### src/rtl/dmem_arbiter.sv
// rtl/dmem_arbiter.sv - single-port data memory arbiter between CPU MEM stage and accelerator.
// Define DMEM_ARB_BURST_LIMIT_EN to cap accelerator bursts at 8 slots while the CPU waits.
module dmem_arbiter (
    input  logic        clk,
    input  logic        rst,
    input  logic        iCpu_req,
    input  logic        iCpu_we,
    input  logic [15:0] iCpu_addr,
    input  logic [15:0] iCpu_wdata,
    output logic        oCpu_stall,
    output logic [15:0] oCpu_rdata,
    output logic        oCpu_rvalid,
    input  logic        iAcc_req,
    input  logic        iAcc_we,
    input  logic [15:0] iAcc_addr,
    input  logic [15:0] iAcc_wdata,
    output logic        oAcc_gnt,
    output logic [15:0] oAcc_rdata,
    output logic        oAcc_rvalid,
    output logic        oMem_en,
    output logic        oMem_we,
    output logic [15:0] oMem_addr,
    output logic [15:0] oMem_wdata,
    input  logic [15:0] iMem_rdata
);

    typedef enum logic [1:0] {IDLE, CPU, ACC} state_t;

    state_t state;
    state_t owner;
    logic   cpu_rv_q;
    logic   acc_rv_q;

`ifdef DMEM_ARB_BURST_LIMIT_EN
    logic [3:0] burst_cnt;

    always_ff @(posedge clk) begin
        if (rst) begin
            burst_cnt <= 4'd0;
        end else if (owner == ACC) begin
            if (burst_cnt != 4'd8) begin
                burst_cnt <= burst_cnt + 4'd1;
            end
        end else begin
            burst_cnt <= 4'd0;
        end
    end
`endif

    // state remembers who owned the previous slot; read responses are tagged by owner
    always_ff @(posedge clk) begin
        if (rst) begin
            state    <= IDLE;
            cpu_rv_q <= 1'b0;
            acc_rv_q <= 1'b0;
        end else begin
            state    <= owner;
            cpu_rv_q <= (owner == CPU) && !iCpu_we;
            acc_rv_q <= (owner == ACC) && !iAcc_we;
        end
    end

    always_comb begin
        owner = IDLE;
        if (!rst) begin
            if (iCpu_req && iAcc_req) begin
                case (state)
                    IDLE:    owner = CPU;
                    CPU:     owner = ACC;
`ifdef DMEM_ARB_BURST_LIMIT_EN
                    ACC:     owner = (burst_cnt < 4'd8) ? ACC : CPU;
`else
                    ACC:     owner = ACC;
`endif
                    default: owner = CPU;
                endcase
            end else if (iCpu_req) begin
                owner = CPU;
            end else if (iAcc_req) begin
                owner = ACC;
            end
        end
    end

    always_comb begin
        oMem_en    = 1'b0;
        oMem_we    = 1'b0;
        oMem_addr  = 16'h0000;
        oMem_wdata = 16'h0000;
        case (owner)
            CPU: begin
                oMem_en    = 1'b1;
                oMem_we    = iCpu_we;
                oMem_addr  = iCpu_addr;
                oMem_wdata = iCpu_wdata;
            end
            ACC: begin
                oMem_en    = 1'b1;
                oMem_we    = iAcc_we;
                oMem_addr  = iAcc_addr;
                oMem_wdata = iAcc_wdata;
            end
            default: begin
                oMem_en = 1'b0;
            end
        endcase
    end

    assign oCpu_stall  = iCpu_req && (owner != CPU);
    assign oAcc_gnt    = (owner == ACC);
    assign oCpu_rdata  = iMem_rdata;
    assign oAcc_rdata  = iMem_rdata;
    // a reset arriving while a read is in flight kills its response
    assign oCpu_rvalid = cpu_rv_q && !rst;
    assign oAcc_rvalid = acc_rv_q && !rst;

endmodule
### config.mk
export PLATFORM = sky130hd
export DESIGN_NAME = dmem_arbiter
export DESIGN_NICKNAME = d
export VERILOG_FILES = /design/src/rtl/dmem_arbiter.sv
export SDC_FILE = /design/constraint.sdc
export NUM_CORES = 1
export LEC_CHECK = 0
export ABC_AREA = 1
export BUFFER_PORTS_ARGS = -buffer_cell sky130_fd_sc_hd__clkbuf_2
export CORE_MARGIN = 2
export CORE_UTILIZATION = 26
export CTS_BUF_LIST = sky130_fd_sc_hd__clkbuf_4 sky130_fd_sc_hd__clkbuf_8
export CTS_CLUSTER_SIZE = 14
export DETAILED_ROUTE_END_ITERATION = 6
export GPL_TIMING_DRIVEN = 0
export PLACE_DENSITY = 0.78
export SYNTH_ARGS = -nofsm -noshare
export SYNTH_HDL_FRONTEND = slang
export SYNTH_SLANG_ARGS = --single-unit
### constraint.sdc
create_clock -name clk -period 1.25 [get_ports clk]
set_input_delay 0.125 -clock clk [delete_from_list [all_inputs] [get_ports clk]]
set_output_delay 0.125 -clock clk [all_outputs]
set_load 0.05 [all_outputs]
==> reports/results.md <==
| Item | This run |
|---|---|
| Status | finished with violations |
| Violated checks | negative setup slack |
| Leakage power of the design | 0.00136 µW |
| Effective utilization at floorplan | 0.269 |
| CTS tree | done |
| HPWL after detailed placement | 3270 µm |
| Sequential cell area | 82.6 µm² |
| Worst hold start | iAcc_we |
| Endpoint of the worst register-to-register path | cpu_rv_q |
| Net total in the final layout | 420 |
| Detailed-route vias per instance | 4.42 |
| Multiplexer area fraction after synthesis | 0 |
| Number of sinks handled by clock tree synthesis | 4 |
| Cells along the critical path | inv_2 -> nand2_1 -> nand3_2 -> nand2_4 -> buf_6 -> ha_4 -> buf_12 -> buf_16 -> a21oi_4 -> buf_8 |
| Final count of pins violating max slew | 0 |
| Simple-gate portion of the synthesized area | 0.321 |
| Fillers | 243 |
| Global route overflow | 0 |
| Fraction of layout instances using a drive strength above 1 | 0.842 |
| Height of the die | 65.3 µm |
| Hold crit path type | in -> reg |
| Worst Path Class, Setup | reg -> out |
| Crit path largest cell delay | 320 ps |
| Part of the total power dissipated in sequential elements | 0.078 |
| Logic pwr share | 0.765 |
| Flops & latches, synth | 4 |
| Maximum number of pins on one net before global-route repair | 11 |
| Area grow syn2layout | 206% |
| Wire length of the first global-routing pass | 7230 µm |
| VDD IR max | 0.000754 V |
| Worst Path Required | 1120 ps |
| Cell Pwr Density | 598 mW/mm² |
| Setup repair after global routing missed its margin | yes |
| Hold_buf cts | 0 |
| Final worst setup slack | -655 ps |
| Total net switching power | 866 µW |
| Cell row count | 22 |
| Synthesis Warnings | 0 |
| First-pass detailed-route iteration total | 3 |
| Clock-pin slew of the registers on the worst-case setup and hold paths | 30 ps |
| Area of combinational cells with multiple inputs | 0.00107 mm² |
| Sequential fraction of the synthesis area | 0.0819 |
| Number of failing setup endpoints in the final timing report | 37 |
| Number of antenna violations at the first check in global routing | 0 |
| Wire length reported by the detailed router | 4900 µm |
| Core area | 0.00363 mm² |
| Reg2reg setup slack | -100 ps |
| Vias after detailed routing | 1665 |
| Antenna diode count | 0 |
| Routed len/inst | 13.0 µm |
| Relative contribution of the clock network to total power | 0.158 |
| Netlist cell types | 12 |
| # DRC | 0 |
| Post-route design area | 0.00299 mm² |
| Total GRT Usage | 0.214 |
| Number of buffers created by CTS | 3 |
| Worst Skew | 4.42 ps |
| Internal power contribution | 919 µW |
| Synthesized area per cell | 5.58 µm² |
| Setup slack after placement | -581 ps |
| XOR/XNOR Fraction of Synth Area | 0 |
| Final estimated routing congestion in global placement | 0.676 |
| Number of cells traversed by the worst hold path | 2 |
| Count of boundary I/O pins | 156 |
| Die area | 0.00426 mm² |
| Hold worst-path end | acc_rv_q |
| Pin slew with the least headroom to its limit | 292 ps |
| Share of the cycle needed by the critical path after routing | 1.52 |
| Remaining max-slew budget at the tightest pin | 0.806 |
| Number of buffer cells added on primary ports | 139 |
| Placed cell areas | 0.00222 mm² |
| Number of global-route vias before repair | 1642 |
| Register-to-Register Path Depth | 9 |
| Clock Tree Buf Depth | 2 |
| Initial DRC Count | 34 |
| Clock root buffer | clkbuf_8 |
| Largest family of logic cells by synthesized area | buffers and inverters |
| Detail Route Antenna Nets | 0 |
| Worst reg2reg startpoint | state[1] |
| Cell count after synthesis | 175 |
| Clock latency at the later pin of the worst-skew pair | 220 ps |
| Fmax | 0.525 GHz |
| Adder-cell share of the synthesized area | 0.0384 |
| CP Max Fanout | 6 |
| Total nets after synthesis | 264 |
| Worst hold slack | 92.5 ps |
| Setup crit end kind | output pin |
| Synthesized-area fraction occupied by ao, oa, aoi and oai cells | 0.177 |
| Cell area after synthesis | 977 µm² |
| CP arrival | 1780 ps |
| Period minus WS final | 1900 ps |
| Worst-path cell with the longest stage delay | dfxtp_2 |
| Horizontal extent of the die | 65.3 µm |
| Switching power as a share of total power | 0.485 |
| Final Hold Fails | 0 |
| H-Tree Depth | 1 |
| Number of instances in the placed design | 362 |
| Post-route non-filler standard cell count | 377 |
| Critical Path Start Type | register |
| Number of maximum-capacitance constraint violations | 0 |
state kept, by name (all words and copies together), names as in the netlist:
signal and count:
state 2, acc_rv_q 1, cpu_rv_q 1
synthesized netlist by cell type:
cell type | count | share of area
a21oi_1 | 31 | 0.16
a21oi_2 | 2 | 0.018
buf_2 | 4 | 0.020
buf_4 | 34 | 0.26
buf_6 | 5 | 0.058
dfxtp_1 | 4 | 0.082
ha_1 | 3 | 0.038
inv_1 | 11 | 0.042
nand2_1 | 72 | 0.28
nand3_1 | 2 | 0.010
nor2_1 | 5 | 0.019
nor3b_1 | 2 | 0.015
worst max-delay path: cells and delay by family, from the launching register on:
family | cells | cell delay [ps]
compound gates | 1 | 130
flops | 1 | 320
fa+ha+maj | 1 | 260
simple gates | 3 | 210
buf+inv | 5 | 630
power groups by stage:
stage / registers (µW) / clock network [µW] / logic, µW
floorplan: 139 / 0 / 832
global placement: 139 / 0 / 1060
detailed placement: 140 / 0 / 1070
CTS: 138 / 287 / 1330
global route: 139 / 298 / 1430
finish: 139 / 281 / 1360
metal layers:
layer  global-route usage  up-vias  wire length [µm]
met2                0.459       75              2880
li1                     -      820                 -
met1                0.208      765              1670
met4               0.0495        0                48
met5                    0        -                 0
met3               0.0308        5               304
through the flow:
step / TNS (ps) / power, µW / utilization
after CTS: -22630 / 1750 / 0.792
after global placement: -16080 / 1200 / 0.612
after floorplan: -12080 / 971 / -
final: -21320 / 1790 / 0.822
after detailed placement: -17500 / 1210 / 0.612
after global routing: -25230 / 1870 / 0.822
cells by family (layout without fill, tap and decap cells):
family	after synthesis	in the layout
flip-flops	4	4
AO/OA/AOI/OAI	33	33
buffers and inverters	54	208
AND/OR/NAND/NOR	81	81
adder cells (fa/ha/maj)	3	3
layout by cell type (no fill, tap or decap):
cell          n
nand3_2       2
inv_4         1
inv_1         6
buf_12        8
clkinvlp_4    1
inv_2         3
nor3b_1       2
nand2_2      26
clkbuf_8      3
a21oi_4      33
nand2_1      38
nand2_4       8
nor2_4        1
buf_8        40
buf_6         3
buf_16        2
dfxtp_2       2
ha_4          3
nor2_1        4
dfxtp_1       2
clkbuf_16     2
buf_4        36
clkbuf_2    103
area by class of cell:
type	instances	share of cell area
Inverter	11	0.0159
Timing Repair Buffer	153	0.432
Buffer	41	0.132
Tap cell	48	0.0201
Multi-Input combinational cell	117	0.358
Sequential cell	4	0.0277
Clock buffer	3	0.0138
repair_timing:
action / 4_1_cts / 5_1_grt
gates cloned: 3 / 1
resized for setup: 102 / 63
hold endpoints to repair: 0 / 0
endpoints found under the setup margin: 37 / 37
buffers inserted: 11 / 0
pin swaps: 2 / 8
worst max-delay path by stage:
stage / from / end / slack [ps] / cells after the start
finish: state[1] / oMem_wdata[7] / -650 / 10
global route: state[1] / oMem_wdata[15] / -750 / 10
CTS: state[0] / oMem_wdata[5] / -680 / 10
detailed placement: state[0] / oMem_wdata[4] / -580 / 11
global placement: state[0] / oMem_wdata[3] / -520 / 11
floorplan: state[1] / oMem_addr[0] / -360 / 9
No activity file was read; power rests on OpenSTA's default activity.
